[src/rtl/r_rom_bridge.sv]
// r_rom_bridge: TileLink-UL Get slave that fetches ROM data over byte-wide command/response FIFOs
// Ports: clk, rst_n (async, active-low)
//        A channel: i_a_valid, o_a_ready, i_a_opcode, i_a_address, i_a_size, i_a_source
//        D channel: o_d_valid, i_d_ready, o_d_opcode, o_d_data, o_d_size, o_d_source, o_d_denied
//        command FIFO: i_full, o_wr_en, o_din
//        response FIFO: i_empty, o_rd_en, i_dout (valid the cycle after o_rd_en)
module r_rom_bridge #(
   parameter int unsigned ADDR_BYTES = 4,
   parameter int unsigned DATA_BYTES = 8,
   parameter logic [7:0]  CMD_BYTE   = 8'h03,
   parameter int unsigned TIMEOUT    = 1024,
   parameter int unsigned SRC_W      = 4
) (
   input  logic                    clk,
   input  logic                    rst_n,
   input  logic                    i_a_valid,
   output logic                    o_a_ready,
   input  logic [2:0]              i_a_opcode,
   input  logic [8*ADDR_BYTES-1:0] i_a_address,
   input  logic [2:0]              i_a_size,
   input  logic [SRC_W-1:0]        i_a_source,
   output logic                    o_d_valid,
   input  logic                    i_d_ready,
   output logic [2:0]              o_d_opcode,
   output logic [63:0]             o_d_data,
   output logic [2:0]              o_d_size,
   output logic [SRC_W-1:0]        o_d_source,
   output logic                    o_d_denied,
   input  logic                    i_full,
   output logic                    o_wr_en,
   output logic [7:0]              o_din,
   input  logic                    i_empty,
   output logic                    o_rd_en,
   input  logic [7:0]              i_dout
);
   localparam logic [2:0] TL_GET = 3'd4;
   localparam logic [2:0] TL_ACCESS_ACK = 3'd0;
   localparam logic [2:0] TL_ACCESS_ACK_DATA = 3'd1;
   localparam int CW = $clog2(8) + 1;
   localparam logic [CW-1:0] AB_LAST = CW'(ADDR_BYTES - 1);
   localparam logic [CW-1:0] DB_LAST = CW'(DATA_BYTES - 1);
   localparam logic [CW-1:0] DB_NUM = CW'(DATA_BYTES);
   localparam logic [15:0] TMO_LAST = 16'(TIMEOUT - 1);

   typedef enum logic [2:0] {S_IDLE, S_CMD, S_ADDR, S_DATA, S_RESP} state_t;

   state_t                    r_state, w_next;
   logic [8*ADDR_BYTES-1:0]   r_addr_buf;
   logic [CW-1:0]             r_addr_cnt, r_rd_cnt, r_byte_cnt;
   logic [15:0]               r_tmo;
   logic [63:0]               r_data_buf;
   logic [2:0]                r_size;
   logic [SRC_W-1:0]          r_source;
   logic                      r_is_get, r_err, r_cap;
   logic                      w_accept, w_is_get, w_tmo_hit, w_rd;

   assign o_a_ready = rst_n & (r_state == S_IDLE);
   assign w_accept = i_a_valid & o_a_ready;
   assign w_is_get = i_a_opcode == TL_GET;
   // r_cap marks a byte landing on i_dout this cycle from a read issued in S_DATA
   assign w_tmo_hit = ~r_cap & (r_tmo == TMO_LAST);
   // reads outside S_DATA are stale-byte drains whose data is discarded
   assign o_rd_en = rst_n & w_rd;
   assign o_d_valid = r_state == S_RESP;
   assign o_d_opcode = r_is_get ? TL_ACCESS_ACK_DATA : TL_ACCESS_ACK;
   assign o_d_data = r_data_buf;
   assign o_d_size = r_size;
   assign o_d_source = r_source;
   assign o_d_denied = r_err;

   always_ff @(posedge clk or negedge rst_n) begin
      if (!rst_n) r_state <= S_IDLE;
      else r_state <= w_next;
   end

   always_comb begin
      w_next = r_state;
      o_wr_en = 1'b0;
      o_din = 8'h00;
      w_rd = ~i_empty;
      case (r_state)
         S_IDLE: w_next = w_accept ? (w_is_get ? S_CMD : S_RESP) : S_IDLE;
         S_CMD: begin
            o_wr_en = ~i_full;
            o_din = CMD_BYTE;
            w_next = i_full ? S_CMD : S_ADDR;
         end
         S_ADDR: begin
            o_wr_en = ~i_full;
            o_din = r_addr_buf[7:0];
            w_next = (~i_full & (r_addr_cnt == AB_LAST)) ? S_DATA : S_ADDR;
         end
         S_DATA: begin
            w_rd = ~i_empty & (r_rd_cnt != DB_NUM);
            w_next = ((r_cap & (r_byte_cnt == DB_LAST)) | w_tmo_hit) ? S_RESP : S_DATA;
         end
         S_RESP: begin
            w_rd = 1'b0;
            w_next = i_d_ready ? S_IDLE : S_RESP;
         end
         default: w_next = S_IDLE;
      endcase
   end

   always_ff @(posedge clk or negedge rst_n) begin
      if (!rst_n) begin
         r_addr_buf <= '0;
         r_addr_cnt <= '0;
         r_rd_cnt <= '0;
         r_byte_cnt <= '0;
         r_tmo <= '0;
         r_data_buf <= '0;
         r_size <= '0;
         r_source <= '0;
         r_is_get <= 1'b0;
         r_err <= 1'b0;
         r_cap <= 1'b0;
      end else begin
         r_cap <= (r_state == S_DATA) & w_rd;
         if (w_accept) begin
            r_addr_buf <= i_a_address;
            r_size <= i_a_size;
            r_source <= i_a_source;
            r_is_get <= w_is_get;
            r_err <= ~w_is_get;
            r_addr_cnt <= '0;
            r_rd_cnt <= '0;
            r_byte_cnt <= '0;
            r_tmo <= '0;
            r_data_buf <= '0;
         end
         if (r_state == S_ADDR && !i_full) begin
            r_addr_buf <= r_addr_buf >> 8;
            r_addr_cnt <= r_addr_cnt + 1'b1;
         end
         if (r_state == S_DATA) begin
            if (w_rd) r_rd_cnt <= r_rd_cnt + 1'b1;
            if (r_cap) begin
               r_data_buf[{r_byte_cnt[2:0], 3'b000} +: 8] <= i_dout;
               r_byte_cnt <= r_byte_cnt + 1'b1;
               r_tmo <= '0;
            end else begin
               r_tmo <= (r_tmo == 16'hFFFF) ? r_tmo : r_tmo + 16'd1;
            end
            // a timed-out beat is denied and carries no partial data
            if (w_tmo_hit) begin
               r_err <= 1'b1;
               r_data_buf <= '0;
            end
         end
         if (r_state == S_RESP && i_d_ready) r_err <= 1'b0;
      end
   end
endmodule

[config.mk]
export PLATFORM = sky130hd
export DESIGN_NAME = r_rom_bridge
export DESIGN_NICKNAME = d
export VERILOG_FILES = /design/src/rtl/r_rom_bridge.sv
export SDC_FILE = /design/constraint.sdc
export NUM_CORES = 1
export LEC_CHECK = 0
export ABC_CLOCK_PERIOD_IN_PS = 2600
export CORE_MARGIN = 2
export CORE_UTILIZATION = 52
export CTS_BUF_LIST = sky130_fd_sc_hd__clkbuf_8
export DETAILED_ROUTE_END_ITERATION = 6
export PLACE_DENSITY = 0.82
export SYNTH_ARGS = -nofsm -noshare
export SYNTH_HDL_FRONTEND = slang
export SYNTH_SLANG_ARGS = --single-unit
[constraint.sdc]
create_clock -name clk -period 2.6 [get_ports clk]
set_input_delay 0.65 -clock clk [delete_from_list [all_inputs] [get_ports clk]]
set_output_delay 0.65 -clock clk [all_outputs]
set_load 0.02 [all_outputs]
Yosys cells after proc, flatten, opt, wreduce, memory -nomap -nowiden
Index checks and enable logic that the tools add are counted.
{ "classes": {"add_sub_neg": 5, "mul": 0, "div_mod_pow": 0, "magnitude_cmp": 0, "n_eq_ne": 11, "n_shift": 2, "muxes": 34, "bitwise": 13, "n_reduce_logical": 8} }
{ "op_table": {"columns": ["cell", "n"], "rows": [
  ["64-bit 2-to-1 mux", 4],
  ["64-bit bitwise mux", 1],
  ["16-bit 2-to-1 mux", 4],
  ["32-bit 2-to-1 mux", 2],
  ["8-bit by 8-bit variable shift with 64-bit output (first input constant)", 1],
  ["8-bit by 8-bit variable part select with 64-bit output", 1],
  ["4-bit 2-to-1 mux", 8],
  ["16-bit by 1-bit adder with 16-bit output (second input constant)", 1],
  ["16-bit by 10-bit equality test with 1-bit output (second input constant)", 1],
  ["16-bit equality test (second input constant)", 1],
  ["8-bit one-hot mux with 2 select lines", 1],
  ["3-bit one-hot mux with 5 select lines", 1],
  ["4-bit by 1-bit adder with 4-bit output (second input constant)", 3],
  ["3-bit 2-to-1 mux", 4],
  ["1-bit bitwise AND", 8],
  ["6-bit negation with 8-bit output", 1],
  ["1-bit 2-to-1 mux", 7],
  ["3-bit by 2-bit equality test with 1-bit output (second input constant)", 2],
  ["3-bit equality test (second input constant)", 2],
  ["4-bit by 2-bit equality test with 1-bit output (second input constant)", 1],
  ["4-bit by 3-bit equality test with 1-bit output (second input constant)", 1],
  ["4-bit inequality test (second input constant)", 1],
  ["1-bit inverter", 4],
  ["2-bit nonzero test", 2],
  ["other kinds (10)", 11]
]} }
{ "word_totals": {"register_bits": 137, "latch_bits": 0, "mem_bits_rw": 0, "rom_bits": 0, "input_bits": 56, "word_cells": 85, "n_memories": 0} }

Depth between registers and ports, before layout
{ "depth": {"depth_word": 8, "ltp_mapped": 9, "depth_no_buf": 8} }

Least setup slack after synthesis
Ideal clock, no wire load.
{ "synth_path": {"path_type": "reg2out", "start": "register r_state[2]", "end": "output o_rd_en", "arrival_time_ns": 1.967, "path_slack_ns": -0.017, "path_stages_with_launch": 4, "path_buffers": 1, "cell_sequence": "dfrtp_1 -> clkbuf_1 -> nor2_1 -> a2111oi_0"} }
{ "synth_via": {"elab_chain_cells": 3} }
{ "synth_lines": {"columns": ["item", "line_no", "text"], "rows": [
  ["start, declared", "47", "state_t r_state, w_next;"],
  ["start signal, assigned", "73", "else r_state <= w_next;"],
  ["3-bit equality test or 3-bit by 2-bit equality test with 1-bit output (tied branches)", "81", "case (r_state)"],
  ["1-bit one-hot mux with 2 select lines (*)", "81", null],
  ["1-bit bitwise AND (*)", "63", "assign o_rd_en = rst_n & w_rd;"],
  ["end, declared", "33", "output logic o_rd_en,"]
]} }
Mark *: on every way between the ends. The rest lies on a longest branch, timed or not.

Worst setup path after layout
{ "layout_path": {"start": "register r_state[1]", "end": "output o_din[6]"} }
{ "layout_via": {"elab_chain_cells": 2} }
{ "layout_lines": {"columns": ["item", "line_no", "text"], "rows": [
  ["3-bit by 2-bit equality test with 1-bit output or 3-bit by 1-bit equality test with 1-bit output (tied branches)", "81", null],
  ["8-bit one-hot mux with 2 select lines (*)", "81", null],
  ["end, declared", "31", "output logic [7:0] o_din,"]
]} }
Marked as above.

==> results.tsv <==
metric	value	unit
met3 WL post-DR	1183	um
leakage power	3.871	nW
Placed Instances	936	
initial antenna violation count	0	
CTS root buf	clkbuf_8	
# setup viols final	0	
Commonest cells post-synth	nand2_1 (143), dfrtp_1 (137), nand3_1 (56)	
max layer used	met4	
count of pins over their slew limit	0	
# diodes	0	
Fin. Hold Viols	0	
Startpoint Class	register	
num ports	143	
Pwr Total	0.008431	W
EDFF count, synth	0	
mapped cell area	6266	sq um
max incr delay on CP	500	ps
synthesis-to-layout area growth	33.37	%
post-synthesis sequential area ratio	0.5471	
Finished Cell Area	8357	sq um
# DRC	0	
largest net degree at the start of global routing	91	
Yosys cell types	57	
critical-path cell list	nand2b_1, nor2_1, buf_4, and2_1, dlygate4sd2_1	
final wirelength	16590	um
Clk Latency, worst-skew pair	440	ps
pwr dens	1009	nW/um^2
DR iter-0 viols	401	
most numerous cell in the Yosys netlist	nand2_1	
# port buffers	140	
via/cell ratio	5.779	
layout cells sized above 1	0.1033	
Critical Path AT	1860	ps
post-synth top area share	0.5471	
Routed WL per cell	17.11	um
CP Class	reg -> out	
Post-DP Area	7909	sq um
adder-cell share of the synthesized area	0.01597	
RSZ-0062 raised after global routing	false	
Fmax	397.8	MHz
Tot GR Track Use	0.2677	
Synth area leaders	dfrtp_1 (55%), nand2_1 (8.6%), nand3_1 (4.5%)	
clock skew	9.305	ps
CTS Buf Count	17	
WL met2	8295	um
CTS tree	built	
Synth Area in Compound Gates	0.1420	
core area	11860	sq um
Tightest Pin Transition	1128	ps
MaxCap Viol Count	0	
vias after detailed routing	5606	
Synth warnings	0	
largest family of logic cells by synthesized area	simple AND/OR/NAND/NOR gates	
die height	113.8	um
die area	12940	sq um
Final min period	2514	ps
pre-CTS WS	-167.6	ps
first-pass GRT wire length	27500	um
Synth Register Bits	137	
critical path's slowest cell	dfrtp_2	
simple-gate share of the synthesized area	0.2334	
final antenna-violating net count	0	
CP endpoint kind	output pin	
Crit path max-delay family	flip-flops	
Syn Area/Cell	9.423	sq um
vias in the first global route	5623	
ys async rst share	1.000	
Synth Area in XOR/XNOR	0.01258	
GRT Residual Overflow	0	
overall die width	113.8	um
Syn Inst Count	665	
Top FF cell, synth	dfrtp_1	
Detailed Place HPWL	11600	um
1st-pass router iterations	6	
multiplexer share of the synthesized area	0.008786	
row count	40	
Clock Sinks	137	
layout net count	874	
clock tree buffer depth	2	
area leader, netlist	dfrtp_1	
Slew HR	0.2479	
worst setup margin	85.94	ps
Hold Path Class	in -> async	
GP Congestion	0.8511	
starting density of the core	0.5283	
Max FO, Critical Path	11	
crit share post-route	0.9669	
final cell count without fillers	970	
Req. time, crit path	1950	ps
CTS H-tree lvls	4	
Bufs and invs on worst path	2	
CTS clk-pin slew, worst paths	80	ps
outcome	completed	
maximum vdd drop	0.0004125	V
met1 WL	6705	um
-- report_power, final --
group	switching, W	total [W]	internal (W)
logic	0.00185	0.00339	0.00154
clock network	0.000819	0.00184	0.00102
registers	0.000454	0.00320	0.00274
-- path summary, 6_finish.rpt --
kind	depth (start not counted)	from	slack [ps]	to
setup / recovery	5	r_state[1]$_DFF_PN0_	90	o_din[6]
hold / removal	2	rst_n	120	r_state[1]$_DFF_PN0_
setup reg to reg	7	r_byte_cnt[0]$_DFF_PN0_	150	o_d_data[33]$_DFF_PN0_
hold reg to reg	1	r_byte_cnt[3]$_DFF_PN0_	480	r_byte_cnt[3]$_DFF_PN0_
max in group asynchronous	2	rst_n	1350	r_byte_cnt[3]$_DFF_PN0_
min in group clk	1	r_byte_cnt[3]$_DFF_PN0_	480	r_byte_cnt[3]$_DFF_PN0_
-- placed cells by master, fill, tap and decap left out, types with 11 or more instances in the layout --
cell type,n
clkdlybuf4s50_1,127
o22ai_1,11
a31oi_1,17
nand2_1,141
nor2_1,51
inv_1,16
clkbuf_8,20
a21oi_1,45
a22oi_1,24
dfrtp_1,135
nand3_1,55
buf_4,24
o21ai_1,13
-- area by class of cell --
cell class / instances / area [sq um]
Multi-Input combinational cell: 472 / 2641
Timing Repair Buffer: 167 / 1620
Fill cell: 888 / 3505
Sequential cell: 137 / 3431
Tap cell: 147 / 183.9
Inverter: 15 / 56.30
Clock buffer: 20 / 275.3
Clock inverter: 12 / 148.9
-- sequential cells by signal, summed over array words and instances, names as in the netlist, 4 cells and up --
| signal | cells |
|---|---|
| o_d_data | 64 |
| r_addr_buf | 32 |
| r_tmo | 16 |
| o_d_source | 4 |
| r_addr_cnt | 4 |
| r_byte_cnt | 4 |
| r_rd_cnt | 4 |
-- per-layer routing --
metal / vias up / GRT usage
met5: - / 0
met4: 0 / 0.1122
met3: 43 / 0.05951
met2: 242 / 0.4483
met1: 2721 / 0.3389
li1: 2600 / -
-- through the flow --
stage / hold WS, ps / utilization / TNS (ps)
2_1_floorplan: 354.4 / - / 0
3_3_place_gp: 453.1 / 0.6668 / -105.6
3_5_place_dp: 464.5 / 0.6668 / -167.6
4_1_cts: 102.4 / 0.7019 / 0
5_1_grt: 117.1 / 0.7045 / 0
6_report: 123.0 / 0.7045 / 0
-- cell families (layout without fill, tap and decap cells) --
| group | count (synthesis) | in the layout |
|---|---|---|
| and+or+nand+nor | 310 | 310 |
| AOI/OAI and AO/OA | 138 | 138 |
| DFF | 137 | 137 |
| buffers and inverters | 57 | 214 |
| xor gates and xnor gates | 9 | 9 |
| adders and majority gates | 8 | 8 |
| muxes | 5 | 5 |
| other | 1 | 2 |
-- what timing repair did --
| item | in CTS | in global routing |
|---|---|---|
| gates cloned | 0 | 0 |
| pin swaps | 0 | 0 |
| setup buffers | 0 | 2 |
| hold buffers | 0 | 0 |
| endpoints found under the setup margin | 12 | 24 |
| gates resized for setup | 19 | 10 |
-- worst reg2reg max path, stage by stage, from the launching register on --
cell and delay (ps):
dfrtp_1 520, inv_1 140, ha_1 250, ha_1 420
nand2_1 150, or4_1 600, nand3_1 170, a21oi_1 80
Power figures use the tool's default switching activity.
